### config.mk
export PLATFORM = sky130hd
export DESIGN_NAME = read_module
export DESIGN_NICKNAME = d
export VERILOG_FILES = /design/src/rtl/img_pkg.sv /design/src/rtl/word_fifo2.sv /design/src/rtl/read_module.sv
export SDC_FILE = /design/constraint.sdc
export NUM_CORES = 1
export LEC_CHECK = 0
export CORE_ASPECT_RATIO = 0.5
export CORE_MARGIN = 2
export CORE_UTILIZATION = 56
export CTS_BUF_LIST = sky130_fd_sc_hd__clkbuf_8 sky130_fd_sc_hd__clkbuf_16
export CTS_CLUSTER_SIZE = 24
export DETAILED_ROUTE_END_ITERATION = 10
export GPL_TIMING_DRIVEN = 0
export PLACE_DENSITY = 0.84
export SETUP_SLACK_MARGIN = 0.15
export SYNTH_ARGS = -nofsm -noshare
export SYNTH_HDL_FRONTEND = slang
export SYNTH_SLANG_ARGS = --single-unit
### constraint.sdc
create_clock -name clk -period 3.5 [get_ports clk]
set_input_delay 0.7 -clock clk [delete_from_list [all_inputs] [get_ports clk]]
set_output_delay 0.7 -clock clk [all_outputs]
set_load 0.02 [all_outputs]
### src/rtl/img_pkg.sv
// Shared types and constants for the image BRAM pixel reader and writer.
package img_pkg;

  typedef logic [7:0]  pixel_t;
  typedef logic [31:0] bram_word_t;

  localparam int BYTES_PER_WORD = 4;
  localparam int FIFO_DEPTH     = 2;

  typedef enum logic [1:0] {IDLE, RUN, DONE} rd_state_t;

  // Number of BRAM words needed to hold a given pixel count (last word may be partial).
  function automatic int words_for(input int pixels);
    return (pixels + BYTES_PER_WORD - 1) / BYTES_PER_WORD;
  endfunction

endpackage

### src/rtl/word_fifo2.sv
// Two-entry 32-bit word FIFO with combinational head; push and pop in one clk is allowed.
module word_fifo2
  import img_pkg::*;
(
  input  logic       clk,
  input  logic       reset,
  input  logic       push,
  input  bram_word_t push_data,
  input  logic       pop,
  output logic [1:0] count,
  output bram_word_t head
);

  bram_word_t mem_reg [FIFO_DEPTH];
  logic       rd_ptr_reg;
  logic       wr_ptr_reg;
  logic [1:0] count_reg;
  logic       do_push;
  logic       do_pop;

  assign do_pop  = pop && (count_reg != 2'd0);
  // A full FIFO still accepts a push when the head leaves in the same clk.
  assign do_push = push && ((count_reg != 2'd2) || do_pop);

  always_ff @(posedge clk or negedge reset) begin
    if (!reset) begin
      mem_reg[0] <= '0;
      mem_reg[1] <= '0;
      rd_ptr_reg <= 1'b0;
      wr_ptr_reg <= 1'b0;
      count_reg  <= 2'd0;
    end else begin
      if (do_push) begin
        mem_reg[wr_ptr_reg] <= push_data;
        wr_ptr_reg          <= ~wr_ptr_reg;
      end
      if (do_pop) begin
        rd_ptr_reg <= ~rd_ptr_reg;
      end
      count_reg <= count_reg + {1'b0, do_push} - {1'b0, do_pop};
    end
  end

  assign count = count_reg;
  assign head  = mem_reg[rd_ptr_reg];

endmodule

### src/rtl/read_module.sv
// Fetches packed 32-bit words from BRAM and unpacks them little-endian into a valid/ready
// 8-bit pixel stream, keeping at most two words buffered or in flight.
module read_module
  import img_pkg::*;
#(
  parameter logic [31:0] INPUT_ADDR   = 32'h0000_0000,
  parameter int          NUM_PIXELS   = 784,
  parameter int          READ_LATENCY = 1
) (
  input  logic        clk,
  input  logic        reset,
  input  logic        start,
  output logic [31:0] bram_addr,
  output logic        bram_en,
  input  bram_word_t  bram_data,
  output pixel_t      pixel_o,
  output logic        pixel_valid,
  input  logic        pixel_ready,
  output logic        busy,
  output logic        image_done
);

  localparam logic [29:0] NUM_WORDS  = 30'(words_for(NUM_PIXELS));
  localparam logic [31:0] LAST_PIXEL = 32'(NUM_PIXELS - 1);

  rd_state_t               state_reg, state_next;
  logic [29:0]             words_issued_reg;
  logic [31:0]             pixel_cnt_reg;
  logic [1:0]              byte_idx_reg;
  logic [1:0]              inflight_reg;
  logic [READ_LATENCY-1:0] pipe_reg;
  logic [READ_LATENCY-1:0] pipe_next;
  logic [1:0]              fifo_count;
  bram_word_t              fifo_head;
  logic [2:0]              credit_used;
  logic                    accept, issue, pipe_exit, xfer, last_pixel, pop;

  assign accept      = (state_reg == IDLE) && start;
  assign credit_used = {1'b0, fifo_count} + {1'b0, inflight_reg};
  // Credit rule: a word is only requested when its FIFO slot is already guaranteed.
  assign issue       = (state_reg == RUN) && (words_issued_reg < NUM_WORDS) && (credit_used < 3'd2);
  assign pipe_exit   = pipe_reg[READ_LATENCY-1];
  assign pixel_valid = (fifo_count != 2'd0);
  assign xfer        = pixel_valid && pixel_ready;
  assign last_pixel  = (pixel_cnt_reg == LAST_PIXEL);
  assign pop         = xfer && ((byte_idx_reg == 2'd3) || last_pixel);

  assign bram_en   = issue;
  assign bram_addr = INPUT_ADDR + {words_issued_reg, 2'b00};
  assign pixel_o   = pixel_valid ? fifo_head[8*byte_idx_reg +: 8] : '0;

  // Read tags travel alongside the BRAM latency so the data is captured exactly when valid.
  generate
    for (genvar gi = 0; gi < READ_LATENCY; gi++) begin : g_pipe
      if (gi == 0) begin : g_head
        assign pipe_next[gi] = issue;
      end else begin : g_tail
        assign pipe_next[gi] = pipe_reg[gi-1];
      end
    end
  endgenerate

  word_fifo2 u_fifo (
    .clk       (clk),
    .reset     (reset),
    .push      (pipe_exit),
    .push_data (bram_data),
    .pop       (pop),
    .count     (fifo_count),
    .head      (fifo_head)
  );

  always_ff @(posedge clk or negedge reset) begin
    if (!reset) begin
      state_reg        <= IDLE;
      words_issued_reg <= '0;
      pixel_cnt_reg    <= '0;
      byte_idx_reg     <= '0;
      inflight_reg     <= '0;
      pipe_reg         <= '0;
    end else begin
      state_reg    <= state_next;
      pipe_reg     <= pipe_next;
      inflight_reg <= inflight_reg + {1'b0, issue} - {1'b0, pipe_exit};
      if (accept) begin
        words_issued_reg <= '0;
        pixel_cnt_reg    <= '0;
        byte_idx_reg     <= '0;
      end else begin
        if (issue) begin
          words_issued_reg <= words_issued_reg + 30'd1;
        end
        if (xfer) begin
          pixel_cnt_reg <= pixel_cnt_reg + 32'd1;
          byte_idx_reg  <= byte_idx_reg + 2'd1;
        end
      end
    end
  end

  always_comb begin
    state_next = state_reg;
    busy       = 1'b0;
    image_done = 1'b0;
    case (state_reg)
      IDLE: begin
        if (start) state_next = RUN;
      end
      RUN: begin
        busy = 1'b1;
        if (xfer && last_pixel) state_next = DONE;
      end
      DONE: begin
        image_done = 1'b1;
        state_next = IDLE;
      end
      default: state_next = IDLE;
    endcase
  end

endmodule

==> flow_summary.ini <==
[sta]
fmax_mhz = 306.1
min_period_ns = 3.267
whs_ns = 0.3129
fin_skew_ns = 0.009213
fin_crit_sh = 0.9333
maxSlewViolCount = 0
tns_ns = 0
hold_violations = 0
final.setup.worst_slack_ns = 0.2335
setup_viol = 0
worst_slew_pin_slew_ns = 0.9844
max-slew-margin-rel = 0.3383
rsz0062_at_grt = yes

[grt]
grt_first_pass_wirelength_um = 25620
grt_pass1_vias = 4740
grt_usage = 0.2757
grt_max_degree = 78
antenna_found_initial = 0
grt_overflow = 0

[clocking]
clk_latency_ns = 0.42
cts_htree_levels = 4
cts_tree = done
cts_buffers = 17
cts_max_path_buffers = 2
cts.clk_slew.worst_paths_ns = 0.06
clockRootBuffer = clkbuf_16
cts_sinks = 137

[placed_design]
placedCellCount = 730
placed_cell_area_mm2 = 0.007386
gp_congestion = 0.7897
pre_cts_ws_ns = -0.4630
io_buffers = 77
hpwl_um = 9224

[layout]
insertedDiodeCount = 0
fin_nets = 650
utilization = 0.7341
final_cell_mix = dfrtp_1, clkdlybuf4s50_1, nor2_1
largest_reg_flops = 64
drive_above_1_share = 0.2165
area_delta_synth_final_pct = 27.07
final_cells = 764
mostFrequentLayoutCell = dfrtp_1
final_area_mm2 = 0.008134

[die]
core_area_mm2 = 0.01108
ios = 80
start_util = 0.5777
die_height_um = 79.60
die_area_mm2 = 0.01235
die_x_um = 155.2
num_rows = 27

[logic_synthesis]
synth_top_area_frac = 0.5356
netlist_area_mm2 = 0.006401
synth_top_area_cell = dfrtp_1
synth_flop_cell = dfrtp_1
ys_warn_count = 0
synth-seq-cells = 137
synth_edf_count = 0
synthArstFlopShare = 1.000
synth.avg_cell_area_um2 = 12.65
syn_inst = 506
synthDistinctLibCells = 40
ys_seq_area_frac = 0.5356
synth_area_leaders = dfrtp_1, mux2_4, mux2_2

[worst_setup_path]
r2r_start = pixel_cnt_reg[19]$_DFFE_PN0P_
r2r_slack_ns = 0.70
criticalPathCategory = flop to output pin
crit_chain = inv_1 > nor2_1 > fa_1 > nor4_2 > nand3_2 > nor3_4 > clkdlybuf4s15_1
crit_path_end_kind = output pin
cp_num_buf_inv = 2
reg2reg_to = u_fifo.mem_reg[19]$_DFFE_PN0P_
r2r_cells = 6
worstPathArrival_ns = 2.57
cp_top_family = simple AND/OR/NAND/NOR gates
cpPeakStageDelay_ns = 0.45
cp_slowest_cell = fa_1
path_max_fanout = 5
startpoint = u_fifo.count[0]$_DFF_PN0_
crit_required_ns = 2.80
crit_path_start_kind = flop

[power_and_ir_drop]
total_power_mw = 7.322
powerDensity_mw_per_mm2 = 900.1
peakVddDrop_mv = 0.7905
leakage_nw = 3.687

[flow_run]
drv_cap = 0

[routing]
ant_nets = 0
drc = 0
drt-pass1-iter-count = 5
num_vias = 4517
wl_per_cell_um = 20.36
wirelength_um = 15560
via_per_inst = 5.912
drt_iter0_drc = 358

[outcome]
status = finished, final reports clean

[worst_hold_path]
worstHoldPathType = input port to async pin
## synth_stat cells, drive strengths merged (12+ instances only)
master	instances
dfrtp	137
mux2	65
nor2	54
nor2b	27
nand2	24
nor4	21
xor2	21
nand4	20
xnor2	18
mux4	16
clkbuf	13
nand3	12
## worst max path at each step
stage	end	slack, ns	cells after the start
floorplan	bram_en	0.58	6
global placement	pixel_cnt_reg[20]$_DFFE_PN0P_	-3.54	1
detailed placement	bram_en	-0.46	7
CTS	bram_en	0.15	7
global route	bram_en	0.11	7
finish	bram_en	0.23	7
## where the power goes
part | total, mW | internal [mW] | switching [mW]
sequential | 2.47 | 2.08 | 0.387
clock | 2.07 | 1.36 | 0.710
combinational | 2.78 | 1.48 | 1.30
## layer usage
metal | vias up | share of wire | track usage
met5 | - | 0 | 0
met1 | 2332 | 0.42 | 0.3436
met2 | 149 | 0.51 | 0.4804
met4 | 0 | 0.026 | 0.1147
li1 | 1999 | - | -
met3 | 37 | 0.043 | 0.05483
## cell families (layout without fill, tap and decap cells)
| kind of cell | after synthesis | count (layout) | share of synthesized area |
|---|---|---|---|
| AO/OA/AOI/OAI | 18 | 18 | 0.01622 |
| XOR/XNOR | 39 | 39 | 0.05336 |
| adder cells (fa/ha/maj) | 8 | 8 | 0.01681 |
| buffers and inverters | 30 | 142 | 0.02287 |
| flip-flops | 137 | 137 | 0.5356 |
| multiplexers | 90 | 90 | 0.2023 |
| other | 1 | 2 | 0.0005858 |
| AND/OR/NAND/NOR | 183 | 183 | 0.1523 |
## layout make-up
| cell class | instances | area [µm²] |
|---|---|---|
| buffer | 22 | 132.6 |
| clock buffer | 18 | 439.2 |
| clock inverter | 14 | 244.0 |
| fill | 697 | 2947 |
| inverter | 8 | 30.03 |
| multi-input combinational | 340 | 2853 |
| sequential | 137 | 3428 |
| tap | 145 | 181.4 |
| timing repair buffer | 80 | 825.8 |
## what timing repair did
item | 4_1_cts | 5_1_grt
gates resized for setup | 18 | 5
setup buffers | 1 | 1
pin swaps | 2 | 0
setup endpoints to repair | 9 | 6
hold buffers | 0 | 0
endpoints found under the hold margin | 0 | 0
Note: power is estimated with default switching activity, not from simulation.
